File: src/rtl/mem_arb_pkg.sv
// Shared encodings and defaults for the two-port memory arbiter.
// Imported by mem_arbiter and arb_wait_counter.
package mem_arb_pkg;

    localparam int unsigned DataWDefault   = 32;
    localparam int unsigned MaxWaitDefault = 4;
    localparam int unsigned WaitCntW       = 4;

    localparam logic [1:0] AlignMask = 2'b11;

    typedef enum logic [1:0] {
        StIdle = 2'd0,
        StBusy = 2'd1,
        StErr  = 2'd2
    } state_e;

    typedef enum logic {
        OwnI = 1'b0,
        OwnD = 1'b1
    } owner_e;

endpackage

File: src/rtl/arb_wait_counter.sv
// Saturating count of fetch cycles lost to data grants.
// expired tells the arbiter that fetch must win the next tie.
module arb_wait_counter
    import mem_arb_pkg::*;
#(
    parameter int unsigned MAX_WAIT = MaxWaitDefault
) (
    input  logic clk,
    input  logic reset,
    input  logic inc,
    input  logic clr,
    output logic expired
);

    localparam logic [WaitCntW-1:0] MaxCnt = WaitCntW'(MAX_WAIT);

    logic [WaitCntW-1:0] cnt_q, cnt_d;

    always_comb begin
        cnt_d = cnt_q;
        if (clr) begin
            cnt_d = '0;
        end else if (inc && (cnt_q != MaxCnt)) begin
            cnt_d = cnt_q + 1'b1;
        end
    end

    always_ff @(posedge clk or posedge reset) begin
        if (reset) begin
            cnt_q <= '0;
        end else begin
            cnt_q <= cnt_d;
        end
    end

    assign expired = (cnt_q == MaxCnt);

endmodule

File: src/rtl/mem_arbiter.sv
// Fetch/data arbiter in front of the single-port mem block.
// Each grant runs IDLE -> BUSY|ERR -> IDLE; data wins unless fetch has starved.
module mem_arbiter
    import mem_arb_pkg::*;
#(
    parameter int unsigned DATA_W   = DataWDefault,
    parameter int unsigned MAX_WAIT = MaxWaitDefault
) (
    input  logic              clk,
    input  logic              reset,
    input  logic              i_req,
    input  logic [DATA_W-1:0] i_addr,
    output logic [DATA_W-1:0] i_rdata,
    output logic              i_done,
    output logic              i_err,
    input  logic              d_req,
    input  logic              d_we,
    input  logic [DATA_W-1:0] d_addr,
    input  logic [DATA_W-1:0] d_wdata,
    output logic [DATA_W-1:0] d_rdata,
    output logic              d_done,
    output logic              d_err,
    output logic [DATA_W-1:0] mem_addr,
    output logic [DATA_W-1:0] mem_wdata,
    output logic              mem_read,
    output logic              mem_write,
    input  logic [DATA_W-1:0] mem_rdata
);

    state_e state_q, state_d;
    owner_e owner_q, owner_d;

    logic              idle, grant_d, grant_i, expired, wc_inc, wc_clr;
    logic [DATA_W-1:0] sel_addr;
    logic [DATA_W-1:0] mem_addr_d, mem_wdata_d, i_rdata_d, d_rdata_d;
    logic              mem_read_d, mem_write_d, i_done_d, i_err_d, d_done_d, d_err_d;

    assign idle     = (state_q == StIdle);
    assign grant_d  = idle && d_req && !(expired && i_req);
    assign grant_i  = idle && i_req && !grant_d;
    assign sel_addr = grant_d ? d_addr : i_addr;
    assign wc_inc   = idle && i_req && grant_d;
    assign wc_clr   = idle && (grant_i || !i_req);

    arb_wait_counter #(
        .MAX_WAIT(MAX_WAIT)
    ) u_wait_counter (
        .clk    (clk),
        .reset  (reset),
        .inc    (wc_inc),
        .clr    (wc_clr),
        .expired(expired)
    );

    // The memory-side output registers double as the latched address,
    // direction and write data for the BUSY cycle.
    always_comb begin
        state_d     = state_q;
        owner_d     = owner_q;
        mem_addr_d  = '0;
        mem_wdata_d = '0;
        mem_read_d  = 1'b0;
        mem_write_d = 1'b0;
        i_rdata_d   = i_rdata;
        d_rdata_d   = d_rdata;
        i_done_d    = 1'b0;
        i_err_d     = 1'b0;
        d_done_d    = 1'b0;
        d_err_d     = 1'b0;

        unique case (state_q)
            StIdle: begin
                if (grant_d || grant_i) begin
                    owner_d = grant_d ? OwnD : OwnI;
                    if ((sel_addr[1:0] & AlignMask) != 2'b00) begin
                        state_d = StErr;
                    end else begin
                        state_d     = StBusy;
                        mem_addr_d  = sel_addr;
                        mem_wdata_d = d_wdata;
                        mem_write_d = grant_d && d_we;
                        mem_read_d  = !(grant_d && d_we);
                    end
                end
            end
            StBusy: begin
                state_d = StIdle;
                if (owner_q == OwnD) begin
                    d_done_d = 1'b1;
                    if (!mem_write) begin
                        d_rdata_d = mem_rdata;
                    end
                end else begin
                    i_done_d  = 1'b1;
                    i_rdata_d = mem_rdata;
                end
            end
            StErr: begin
                state_d = StIdle;
                if (owner_q == OwnD) begin
                    d_done_d  = 1'b1;
                    d_err_d   = 1'b1;
                    d_rdata_d = '0;
                end else begin
                    i_done_d  = 1'b1;
                    i_err_d   = 1'b1;
                    i_rdata_d = '0;
                end
            end
            default: state_d = StIdle;
        endcase
    end

    // Async reset clears mem_write mid-BUSY, so an aborted write never commits.
    always_ff @(posedge clk or posedge reset) begin
        if (reset) begin
            state_q   <= StIdle;
            owner_q   <= OwnI;
            mem_addr  <= '0;
            mem_wdata <= '0;
            mem_read  <= 1'b0;
            mem_write <= 1'b0;
            i_rdata   <= '0;
            i_done    <= 1'b0;
            i_err     <= 1'b0;
            d_rdata   <= '0;
            d_done    <= 1'b0;
            d_err     <= 1'b0;
        end else begin
            state_q   <= state_d;
            owner_q   <= owner_d;
            mem_addr  <= mem_addr_d;
            mem_wdata <= mem_wdata_d;
            mem_read  <= mem_read_d;
            mem_write <= mem_write_d;
            i_rdata   <= i_rdata_d;
            i_done    <= i_done_d;
            i_err     <= i_err_d;
            d_rdata   <= d_rdata_d;
            d_done    <= d_done_d;
            d_err     <= d_err_d;
        end
    end

endmodule
File: config.mk
export PLATFORM = sky130hd
export DESIGN_NAME = mem_arbiter
export DESIGN_NICKNAME = d
export VERILOG_FILES = /design/src/rtl/mem_arb_pkg.sv /design/src/rtl/arb_wait_counter.sv /design/src/rtl/mem_arbiter.sv
export SDC_FILE = /design/constraint.sdc
export NUM_CORES = 1
export LEC_CHECK = 0
export CAP_MARGIN = 25
export CORE_ASPECT_RATIO = 0.5
export CORE_MARGIN = 10
export CORE_UTILIZATION = 30
export CTS_CLUSTER_SIZE = 40
export DETAILED_ROUTE_END_ITERATION = 8
export SLEW_MARGIN = 5
export SYNTH_ARGS = -nofsm -noshare
export SYNTH_HDL_FRONTEND = slang
export SYNTH_SLANG_ARGS = --single-unit
File: constraint.sdc
create_clock -name clk -period 12.61 [get_ports clk]
set_input_delay 2.522 -clock clk [delete_from_list [all_inputs] [get_ports clk]]
set_output_delay 2.522 -clock clk [all_outputs]
set_load 0.05 [all_outputs]
==> impl_results.md <==
- Post-DR wirelength/cell: 19.0 um
- Routed WL: between 15 and 20 mm
- Pwr Total: 2.32 mW
- Hold WS: between 0.4 and 0.5 ns
- Seq/Total Area, Yosys: 0.589
- CTS Sinks: 141
- Die ar.: 26400 um^2
- Final worst path period need: 4.73 ns
- Layout Utilization: 0.482
- Diode count: 0
- Worst hold stages: 2
- Site Rows: 36
- Worst Path Required: 12.86 ns
- Die width: 220 um
- Clock Path Buffers: 2
- Starting Density: 0.307
- Tcrit/Tclk final: 0.375
- Final instance area: approximately 9400 um^2
- DRC Markers: 0
- Seq cells post-synth: 141
- Skew-Pair Late Insertion Delay: 0.42 ns
- Pleak: 4.08 nW
- First-pass GRT wire length: approximately 30 mm
- Hold Vio Cnt, Final: 0
- CORE AREA: a little under 20000 um^2
- Root buffer cell: clkbuf_16
- DP HPWL: 14.0 mm
- Vias: 4546
- Fin nets: 872
- Clock-pin slew on the worst setup and hold paths: 0.06 ns
- Max-cap viol count: 0
- Commonest non-fill, non-tap cell in the layout: clkdlybuf4s50_1
- Mapped cell area: 5990 um^2
- Setup TNS: 0 ns
- Post_cts resized: 0
- Share of layout cells above drive strength 1: 0.154
- Peak VDD IR: about 0.12 mV
- Critical-path maximum fanout: 33
- Unrepaired setup endpoints after global routing: no
- Vias in the first global route: 4917
- CP startpoint kind: input pin
- Yosys warning count: 0
- Tot GR Track Use: 0.144
- Global route overflow: 0
- Setup Skew: 0.0145 ns
- Area Growth Syn to Fin: 57.3%
- Hold buffers post-CTS: 0
- TritonCTS clock tree: built
- Cts bufs inserted: 17
- CTS H-tree depth: 4
- Number of detailed-route iterations in the first pass: 4
- Critical-path cell list: clkdlybuf4s50_1 > nand4b_2 > nand3_4 > a21boi_0
- Normalized max-slew margin: 0.355
- Status: finished clean
- Post-DP Area: around 9000 um^2
- Final Wtd Congestion: between 0.7 and 0.8
- Syn avg cell area: 12.6 um^2
- CP max stage cell: nand3_4
- FMAX: between 200 and 250 MHz
- Max incr delay on CP: 0.81 ns
- Worst slew pin tran: between 0.9 and 1 ns
- Commonest cells after routing, fill and taps aside: 266 x clkdlybuf4s50_1, 141 x dfrtp_1, 49 x nand2_1
- Cells after synthesis: 475
- IO Pins: 267
- Hold/Removal Path Class: reg -> reg
- DRT iter0 DRCs: 232
- Endpoint class of the critical path: flop
- Initial antenna violation count: 0
- Register-to-Register Path Depth: 5
- CP bufs+invs: 1
- Pwr Density: 246 nW/um^2
- Via-to-Cell Ratio: 4.49
- IO Port Bufs: 266
- Post-synthesis cell type count: 40
- Detail Route Antenna Nets: 0
- # Post-CTS Setup Buffers: 0
- Fin. max-slew vios: 0
- Finish-stage setup viols: 0
- CP Class: in -> reg
- Largest net degree at the start of global routing: 95
- Kind of cell adding the most delay to the critical path: simple AND/OR/NAND/NOR gates
- Levels on crit path: 4
- Worst EP arrival: 4.98 ns
- Die Ht: 120 um
## where the power goes
group / switching, mW / total, mW / internal, mW
clock: 0.202 / 0.521 / 0.319
combinational: 0.722 / 1.14 / 0.422
sequential: 0.0682 / 0.655 / 0.587
total: 0.992 / 2.32 / 1.33
## worst paths after layout
path	start	to	slack, ns
max in group asynchronous	reset	mem_wdata[1]$_DFF_PP0_	8.81
worst min-delay path	i_rdata[6]$_DFFE_PP0P_	i_rdata[6]$_DFFE_PP0P_	0.48
worst max-delay path	i_req	mem_wdata[31]$_DFF_PP0_	7.88
worst min register to register	i_rdata[6]$_DFFE_PP0P_	i_rdata[6]$_DFFE_PP0P_	0.48
worst max register to register	u_wait_counter.cnt_q[0]$_DFFE_PP0P_	mem_wdata[31]$_DFF_PP0_	9.89
min in group asynchronous	reset	mem_wdata[7]$_DFF_PP0_	2.67
## synthesized netlist by cell type, drive strengths merged
library cell	count	area, um^2
dfrtp	141	3530
nand2	49	184
o21ai	45	236
mux2	38	480
a21boi	32	349
nand4	31	194
buf	29	240
inv	19	71.3
nor2b	19	119
mux2i	15	150
nand2b	13	81.3
clkbuf	7	26.3
ha	6	75.1
a31oi	4	25.0
and2	3	18.8
nor3b	3	22.5
a21o	2	15.0
a221oi	2	17.5
and2b	2	15.0
nand3	2	22.5
nor2	2	12.5
o21bai	2	15.0
a21oi	1	5.00
and3	1	6.26
and4b	1	13.8
and4bb	1	12.5
conb	1	3.75
nand4b	1	15.0
o211ai	1	21.3
o21a	1	7.51
xnor2	1	8.76
## sequential cells by signal, indices dropped and copies added (netlist names)
register	flops
mem_wdata	32
mem_read	1
state_q	2
i_rdata	32
d_done	1
owner_q	1
u_wait_counter.cnt_q	4
i_err	1
d_rdata	32
d_err	1
i_done	1
mem_write	1
mem_addr	32
## cells by family after synthesis
family,Yosys count,share of synthesized area
AO/OA/AOI/OAI,90,0.115
XOR/XNOR,1,0.00146
adder cells (fa/ha/maj),6,0.0125
buffers and inverters,55,0.0564
flip-flops,141,0.589
multiplexers,53,0.105
other,1,0.000626
AND/OR/NAND/NOR,128,0.120
## cell type report
cell class	count	area (um^2)
repair buffers	274	2740
clock inverters	12	161
fillers	1800	10100
well taps	266	333
multi-input cells	280	2140
inverters	19	76.3
flip-flops and latches	141	3530
clock buffers	20	447
## through the flow
step	std cells	worst slack [ns]
5_1_grt	1012	7.69
3_5_place_dp	979	7.27
6_report	1012	7.88
3_3_place_gp	979	7.41
2_1_floorplan	476	6.31
4_1_cts	1011	7.67
## layer usage
metal	track usage	vias up	routed length (um)
met3	0.0439	18	965
met4	0.0345	0	278
met2	0.269	114	10600
met5	0	-	0
li1	-	2144	-
met1	0.157	2270	7410
## worst register-to-register path, delay by kind of cell (launching register included)
family	cells	cell delay, ns
flops	1	0.42
simple gates	2	1.60
compound gates	1	0.22
buf+inv	1	0.09
fa+ha+maj	1	0.25
Power figures use the tool's default switching activity.
